**config.mk**
```make
export PLATFORM = sky130hd
export DESIGN_NAME = accumulate_to_7segment_nd
export DESIGN_NICKNAME = d
export VERILOG_FILES = /design/src/rtl/accumulate_to_7segment_nd.sv
export SDC_FILE = /design/constraint.sdc
export NUM_CORES = 1
export LEC_CHECK = 0
export ABC_AREA = 1
export CAP_MARGIN = 10
export CORE_AREA = 5 5 107 109
export CTS_CLUSTER_SIZE = 16
export DETAILED_ROUTE_END_ITERATION = 8
export DIE_AREA = 0 0 112 114
export PLACE_DENSITY = 0.56
export SLEW_MARGIN = 5
export SYNTH_ARGS = -nofsm -noshare
export SYNTH_HDL_FRONTEND = slang
export SYNTH_SLANG_ARGS = --single-unit
```
**constraint.sdc**
```tcl
create_clock -name clk -period 2.44 [get_ports clk]
set_clock_uncertainty 0.1 [all_clocks]
set_input_delay 0.732 -clock clk [delete_from_list [all_inputs] [get_ports clk]]
set_output_delay 0.732 -clock clk [all_outputs]
set_load 0.005 [all_outputs]
```
**src/rtl/accumulate_to_7segment_nd.sv**
```systemverilog
// Windowed accumulator of qualified beats into a D-digit decimal sum, shown on
// D seven-segment glyphs through a multi-cycle double-dabble converter.
module accumulate_to_7segment_nd #(
    parameter int N        = 10,
    parameter int W        = 3,
    parameter int D        = 2,
    parameter int OVF_MODE = 0,
    parameter int BLANK    = 0
) (
    input  logic              clk,
    input  logic              rstn,
    input  logic              clear,
    input  logic              s_valid,
    input  logic [W-1:0]      s_data,
    output logic [D-1:0][6:0] m_data,
    output logic              m_update,
    output logic              m_ovf,
    output logic              m_window_done
);
    localparam int POW   = 10 ** D;
    localparam int SUM_W = $clog2(POW);
    localparam int CW    = $clog2(N);
    localparam int IW    = $clog2(SUM_W + 1);

    localparam logic [SUM_W:0]   LIM_X = (SUM_W+1)'(POW - 1);
    localparam logic [SUM_W-1:0] POW_T = SUM_W'(POW);
    localparam logic [CW-1:0]    LAST  = CW'(N - 1);

    typedef enum logic [1:0] {IDLE, SHIFT, LOAD} state_t;

    function automatic logic [6:0] seg7(input logic [3:0] v);
        case (v)
            4'd0:    seg7 = 7'h7E;
            4'd1:    seg7 = 7'h30;
            4'd2:    seg7 = 7'h6D;
            4'd3:    seg7 = 7'h79;
            4'd4:    seg7 = 7'h33;
            4'd5:    seg7 = 7'h5B;
            4'd6:    seg7 = 7'h5F;
            4'd7:    seg7 = 7'h70;
            4'd8:    seg7 = 7'h7F;
            4'd9:    seg7 = 7'h7B;
            default: seg7 = 7'h00;
        endcase
    endfunction

    logic [SUM_W-1:0] sum;
    logic [CW-1:0]    cnt;
    logic [SUM_W:0]   nxt;
    logic [SUM_W-1:0] wrap;

    assign nxt  = {1'b0, sum} + {{(SUM_W+1-W){1'b0}}, s_data};
    // Low bits of nxt - 10^D; nxt never exceeds 2*LIMIT so the result fits.
    assign wrap = nxt[SUM_W-1:0] - POW_T;

    always_ff @(posedge clk or negedge rstn) begin
        if (!rstn) begin
            sum           <= '0;
            cnt           <= '0;
            m_ovf         <= 1'b0;
            m_window_done <= 1'b0;
        end else begin
            m_window_done <= 1'b0;
            if (clear) begin
                sum   <= '0;
                cnt   <= '0;
                m_ovf <= 1'b0;
            end else if (s_valid) begin
                if (cnt == LAST) begin
                    // Closing beat's data is dropped; window end beats overflow.
                    sum           <= '0;
                    cnt           <= '0;
                    m_ovf         <= 1'b0;
                    m_window_done <= 1'b1;
                end else begin
                    cnt <= cnt + CW'(1);
                    if (nxt <= LIM_X) begin
                        sum <= nxt[SUM_W-1:0];
                    end else begin
                        m_ovf <= 1'b1;
                        case (OVF_MODE)
                            1:       sum <= LIM_X[SUM_W-1:0];
                            2:       sum <= wrap;
                            default: sum <= '0;
                        endcase
                    end
                end
            end
        end
    end

    state_t           st;
    logic [SUM_W-1:0] snap;
    logic [SUM_W-1:0] last_shown;
    logic [4*D-1:0]   bcd;
    logic [4*D-1:0]   bcd_adj;
    logic [IW-1:0]    i;
    logic [D-1:0][6:0] glyph_nxt;
    logic             lead_zero;

    always_comb begin
        bcd_adj = bcd;
        for (int k = 0; k < D; k++) begin
            if (bcd[4*k +: 4] >= 4'd5)
                bcd_adj[4*k +: 4] = bcd[4*k +: 4] + 4'd3;
        end
    end

    // Walk from the top digit down so lead_zero covers digits k..D-1.
    always_comb begin
        glyph_nxt = '0;
        lead_zero = 1'b1;
        for (int k = D - 1; k >= 0; k--) begin
            lead_zero    = lead_zero & (bcd[4*k +: 4] == 4'd0);
            glyph_nxt[k] = (BLANK != 0 && k > 0 && lead_zero) ? 7'h00
                                                               : seg7(bcd[4*k +: 4]);
        end
    end

    always_ff @(posedge clk or negedge rstn) begin
        if (!rstn) begin
            st         <= IDLE;
            snap       <= '0;
            last_shown <= '0;
            bcd        <= '0;
            i          <= '0;
            m_update   <= 1'b0;
            for (int k = 0; k < D; k++)
                m_data[k] <= (BLANK != 0 && k > 0) ? 7'h00 : 7'h7E;
        end else begin
            m_update <= 1'b0;
            case (st)
                IDLE: begin
                    if (sum != last_shown) begin
                        snap <= sum;
                        bcd  <= '0;
                        i    <= '0;
                        st   <= SHIFT;
                    end
                end
                SHIFT: begin
                    // snap rotates rather than shifts, so after SUM_W steps it
                    // holds the converted value again for last_shown.
                    bcd  <= {bcd_adj[4*D-2:0], snap[SUM_W-1]};
                    snap <= {snap[SUM_W-2:0], snap[SUM_W-1]};
                    i    <= i + IW'(1);
                    if (i == IW'(SUM_W - 1))
                        st <= LOAD;
                end
                LOAD: begin
                    m_data     <= glyph_nxt;
                    last_shown <= snap;
                    m_update   <= 1'b1;
                    st         <= IDLE;
                end
                default: st <= IDLE;
            endcase
        end
    end
endmodule
```
==> summary.md, run 1 <==
| Metric | Value |
|---|---|
| # DRC | `0` |
| Port Buf Inserts | `23` |
| Max_slew headroom | `0.565` |
| DRT Pass-1 Iters | `5` |
| Rows | `38` |
| Post-Layout Cell Count | `approximately 550` |
| CP arrival | `around 2.5 ns` |
| Worst-path clk slew | `0.11 ns` |
| Final TNS setup | `0 ns` |
| Number of max-cap violations | `0` |
| Final count of negative-setup-slack endpoints | `0` |
| Post-layout min period | `about 2.3 ns` |
| CTS tree | `yes` |
| Cells after Synth | `370` |
| Post-synth top area cell | `dfrtp_1` |
| Slew Viols, Final | `0` |
| Worst-path fanout max | `7` |
| Metal2 WL | `about 2800 um` |
| Pin count of the biggest net entering global routing | `34` |
| Routed Antenna Nets | `0` |
| Clock root cell | `clkbuf_8` |
| Tightest Pin Transition | `0.647 ns` |
| Yosys reg bits | `55` |
| Hold-fix buffers at CTS | `0` |
| Clock sinks | `55` |
| Final Total Pwr | `3760 uW` |
| Cells along the critical path | `clkdlybuf4s50_1 -> ha_1 -> a21oi_1 -> nand3_1 -> nand2_1 -> nand3_1 -> nand2_1 -> nand2_2 -> nor2_4 -> nand2_1 -> nand2_1` |
| Drt via density | `4.43` |
| Final-layout fill cell count | `1120` |
| Most common cell after layout, fill and taps aside | `nand2_1` |
| Number of antenna diodes | `0` |
| Multi-input logic area | `between 1000 and 1500 sq um` |
| Peak VDD IR | `approximately 0.38 mV` |
| TritonCTS Buffers | `5` |
| Clock Latency Late Sink | `roughly 0.31 ns` |
| Die Wd | `around 110 um` |
| Layout cell share with drive strength beyond 1 | `0.128` |
| DR iter-0 viols | `96` |
| Synth cell types | `28` |
| Min-delay worst type | `in -> async` |
| I/O Pins | `24` |
| RSZ-0062 raised after global routing | `false` |
| Vias | `roughly 2400` |
| Worst slack, placed | `-0.531 ns` |
| Final Util | `0.343` |
| Syn nets | `around 400` |
| Die footprint | `between 10000 and 15000 sq um` |
| Total global routing overflow | `0` |
| Top cells by area, synth | `dfrtp_1 (35%), nand2_1 (12%), dfstp_2 (10%)` |
| Crit path top cell by count | `nand2_1` |
| Final WS setup | `between 0.1 and 0.15 ns` |
| WL/cell | `10.9 um` |
| Htree depth | `2` |
| Power Density | `about 1000 nW/um^2` |
| Top Metal Used | `met4` |
| DP Wirelength | `approximately 4400 um` |
| Reg area | `between 1000 and 1500 sq um` |
| Core box area | `10500 sq um` |
| Synthesized cell area | `approximately 3000 sq um` |
| Dpl cells | `roughly 540` |
| Post-synthesis sequential area ratio | `0.458` |
| Leakage | `0.00172 uW` |
| Nets | `between 400 and 500` |
| Chip Height | `about 110 um` |
| Syn Area/Cell | `8.21 sq um` |
| Outcome | `finished, final reports clean` |
| Crit-path slowest cell | `clkdlybuf4s50_1` |
| Max Clk Rate | `approximately 0.43 GHz` |
| Met1 WL | `between 2000 and 3000 um` |
| Total GRT Usage | `0.101` |
| Synth top area share | `0.354` |
| Worst setup path category | `in -> reg` |
| Routability congestion estimate | `between 0.8 and 0.9` |
| Vias in the first global route | `2396` |
| CP max stage delay | `0.41 ns` |
| Final hold violations | `0` |
| CTS max path bufs | `2` |
| Starting Density | `0.289` |
| Yosys warns | `0` |
| WP data required | `between 2 and 3 ns` |
| Syn-to-layout area delta | `18.7%` |
| Crit path launch type | `input port` |
| Final WL | `around 6000 um` |
| Critical path capture point type | `register` |
| Met3 wire length | `approximately 270 um` |
| Commonest non-fill, non-tap cells in the layout | `nand2_1 (92), inv_1 (47), dfrtp_1 (43), o21ai_0 (35), nor2_1 (26)` |
| Initial antenna violation count | `0` |
| Final Cycle Share | `0.946` |
| First-pass GRT wire length | `roughly 11000 um` |
==> Yosys cell counts, drive strengths merged <==
master / number
a21oi: 19
clkbuf: 6
buf: 2
a31oi: 3
nand2: 98
xnor2: 7
fa: 1
o211ai: 3
dfstp: 12
clkinv: 1
inv: 49
ha: 21
nand3: 25
nor3: 3
nand4: 1
o22a: 2
nor2: 29
dfrtp: 43
nand3b: 2
xor2: 2
o22ai: 1
o31ai: 1
o21ai: 39
==> power breakdown <==
part	internal, uW	leakage (uW)	switching, uW	total [uW]
Sequential	1290	0.000699	239	1530
Combinational	724	0.000972	986	1710
Clock	207	0.0000485	310	517
==> worst paths after layout <==
check / from / endpoint / slack, ns / cells after the start
max in group asynchronous: rstn / m_data[2]$_DFFE_PN1P_ / 1.35 / 2
min: rstn / m_update$_DFF_PN0_ / 0.28 / 1
min reg2reg: m_data[13]$_DFFE_PN1P_ / m_data[13]$_DFFE_PN1P_ / 0.39 / 2
max reg2reg: bcd[1]$_DFFE_PN0P_ / bcd[4]$_DFFE_PN0P_ / 0.38 / 7
min in group clk: m_data[13]$_DFFE_PN1P_ / m_data[13]$_DFFE_PN1P_ / 0.39 / 2
max: s_data[2] / sum[6]$_DFFE_PN0P_ / 0.13 / 11
==> flip-flops by register name, summed over array words and instances (netlist names) <==
name	count
i	3
m_ovf	1
sum	7
st	2
bcd	8
last_shown	7
cnt	4
m_window_done	1
m_data	14
m_update	1
snap	7
==> logic make-up after synthesis <==
kind of cell	count (synthesis)	share of synthesized area
xor+xnor	9	0.0259
flops	55	0.458
buf+inv	58	0.0766
fa+ha+maj	22	0.0931
compound gates	68	0.124
simple gates	158	0.222
==> metal layers <==
metal	track usage	vias up
met5	0	-
met4	0.0248	0
met3	0.0223	2
met2	0.172	39
met1	0.131	1121
li1	-	1255
==> what timing repair did <==
action / 4_1_cts / 5_1_grt
cloned: 0 / 0
setup buffers: 3 / 0
gates resized for setup: 9 / 0
pin swaps: 4 / 3
setup endpoints to repair: 8 / 7
==> area by class of cell <==
class / instances / area share
timing repair buffer: 36 / 0.0923
inverter: 50 / 0.0521
sequential: 55 / 0.386
tap: 140 / 0.0486
clock inverter: 3 / 0.00625
clock buffer: 5 / 0.0191
multi-input combinational: 257 / 0.396
==> stage by stage <==
step                hold WS [ns]  instance area (sq um)
floorplan                  0.336                   3040
global placement           0.381                   3480
detailed placement         0.382                   3480
CTS                        0.292                   3600
global route               0.310                   3600
finish                     0.281                   3600
==> worst max-delay path: cells and delay by family <==
kind	cells	cell delay [ns]
simple gates	8	0.73
buf+inv	1	0.41
compound gates	1	0.20
fa+ha+maj	1	0.37
Power figures use the tool's default switching activity.
==> run 2, diff against run 1 <==
- PLACE_DENSITY: 0.56 -> 0.44
==> run 2 against run 1 <==
  * Final area rose by 1.2%
  * Cell count rose by 0.37%
  * First-iteration DRC count rose by 5.2%
  * Clock power rose by 22%
  * Critical path type unchanged
==> summary.md, run 2 (same netlist as run 1, synthesis figures left out) <==
| Metric | Value |
|---|---|
| Outcome | `finished, final reports clean` |
| Max_slew headroom | `0.650` |
| Most common cell after layout, fill and taps aside | `nand2_1` |
| Number of antenna diodes | `0` |
| CP arrival | `roughly 2.3 ns` |
| Clock Latency Late Sink | `0.30 ns` |
| Port Buf Inserts | `23` |
| Hold slack | `roughly 0.25 ns` |
| WP data required | `around 2.5 ns` |
| Biggest regs | `m_data (14), bcd (8)` |
| Clock sinks | `55` |
| Peak VDD IR | `0.294 mV` |
| Final WL | `~6400 um` |
| Nets | `roughly 440` |
| Final count of negative-setup-slack endpoints | `0` |
| # DRC | `0` |
| RSZ-0062 raised after global routing | `false` |
| CTS max path bufs | `2` |
| Critical path capture point type | `register` |
| WL/cell | `11.7 um` |
| Drt via density | `around 4.4` |
| Worst-path fanout max | `7` |
| Starting Density | `0.289` |
| Worst-path clk slew | `about 0.10 ns` |
| Min-delay worst type | `in -> async` |
| Number of max-cap violations | `0` |
| Clock root cell | `clkbuf_8` |
| Layout cell share with drive strength beyond 1 | `0.137` |
| Total global routing overflow | `0` |
| Final hold violations | `0` |
| TritonCTS Buffers | `5` |
| Htree depth | `2` |
| Worst reg2reg path startpoint | `sum[0]$_DFFE_PN0P_` |
| Slew Viols, Final | `0` |
| Pin count of the biggest net entering global routing | `25` |
| Chip Height | `between 100 and 150 um` |
| Syn-to-layout area delta | `20.1%` |
| Tightest Pin Transition | `between 0.5 and 0.6 ns` |
| Total GRT Usage | `0.106` |
| DP Wirelength | `approximately 4700 um` |
| R2R Setup Slk | `~0.40 ns` |
| Met1 WL | `just under 3000 um` |
| Top Metal Used | `met4` |
| Vias | `about 2400` |
| Max Clk Rate | `0.448 GHz` |
| Vias in the first global route | `2488` |
| Rows | `38` |
| R2r endpoint | `sum[4]$_DFFE_PN0P_` |
| FF-to-FF path depth | `14` |
| Final Cycle Share | `0.916` |
| Initial antenna violation count | `0` |
| Die Wd | `approximately 110 um` |
| Leakage | `0.00174 uW` |
| I/O Pins | `24` |
| Max reg flops | `14` |
| Routability congestion estimate | `~0.8` |
| Largest Register | `m_data` |
| First-pass GRT wire length | `around 11000 um` |
| Crit path launch type | `input port` |
| Metal2 WL | `between 3000 and 4000 um` |
| DR iter-0 viols | `a little over 100` |
| Met3 wire length | `between 200 and 250 um` |
| Hold-fix buffers at CTS | `0` |
| Commonest non-fill, non-tap cells in the layout | `nand2_1 (93), inv_1 (47), dfrtp_1 (43), o21ai_0 (35), nor2_1 (26)` |
| Power Density | `approximately 1100 nW/um^2` |
| DRT Pass-1 Iters | `4` |
| Die footprint | `approximately 13000 sq um` |
| Final TNS setup | `0 ns` |
| Post-layout min period | `2.23 ns` |
| CTS tree | `yes` |
| Core box area | `roughly 11000 sq um` |
| Worst setup path category | `in -> reg` |
| Routed Antenna Nets | `0` |
## run 2: changes by cell type in the layout (fill, tap and decap cells not counted), sizes merged
cell,change
buf,+2
clkbuf,+2
bufinv,+1
clkinv,-1
dlygate4sd2,-1
inv,-1
## run 2: layout make-up
class                           count  area, sq um
Tap cell                          140          175
Fill cell                        1104         6860
Multi-Input combinational cell    257         1430
Timing Repair Buffer               38          344
Sequential cell                    55         1390
Clock buffer                        6         82.6
Inverter                           50          188
Clock inverter                      2         35.0
## run 2: what timing repair did
action                                  4_1_cts  5_1_grt
endpoints found under the setup margin        8        7
resized for setup                             7        5
pin swaps                                     7        8
setup buffers                                 0        1
hold endpoints to repair                      0        0
## run 2: how the worst max path moves through the flow
| stage | startpoint | endpoint | slack, ns |
|---|---|---|---|
| 2_1_floorplan | s_data[0] | sum[0]$_DFFE_PN0P_ | 0.22 |
| 6_report | s_data[2] | sum[4]$_DFFE_PN0P_ | 0.21 |
| 5_1_grt | s_data[2] | sum[3]$_DFFE_PN0P_ | 0.04 |
| 3_3_place_gp | s_data[0] | sum[5]$_DFFE_PN0P_ | -0.44 |
| 4_1_cts | s_data[0] | sum[4]$_DFFE_PN0P_ | 0.13 |
| 3_5_place_dp | s_data[0] | sum[4]$_DFFE_PN0P_ | -0.51 |
## run 2: per-layer routing
| layer | track usage | vias up |
|---|---|---|
| met5 | 0 | - |
| met3 | 0.0228 | 8 |
| met1 | 0.123 | 1124 |
| met2 | 0.197 | 39 |
| met4 | 0.0329 | 0 |
| li1 | - | 1260 |
## run 2: where the power goes
group / leakage [uW] / internal, uW / switching [uW] / total, uW
clock: 0.0000612 / 333 / 298 / 631
combinational: 0.000981 / 751 / 1010 / 1760
sequential: 0.000699 / 1290 / 243 / 1540
## run 2: critical path: stages
cell and delay, ns:
clkdlybuf4s50_1 0.40, ha_1 0.37, a21oi_2 0.17, nand2_1 0.10, nand2_1 0.07, nand2_1 0.07
nor2_1 0.11, nand2_1 0.07, nand2_2 0.09, nor2_4 0.06, nand2_1 0.07, nand2_1 0.05
## run 2: per-stage QoR
stage               power (uW)  cells  setup WS [ns]  area, sq um   util
CTS                       4000    547          0.127         3630  0.346
global route              4310    548         0.0392         3650  0.347
global placement          3340    539         -0.442         3510  0.334
floorplan                 2720    370          0.216         3040      -
finish                    3930    548          0.206         3650  0.347
detailed placement        3350    539         -0.514         3510  0.334
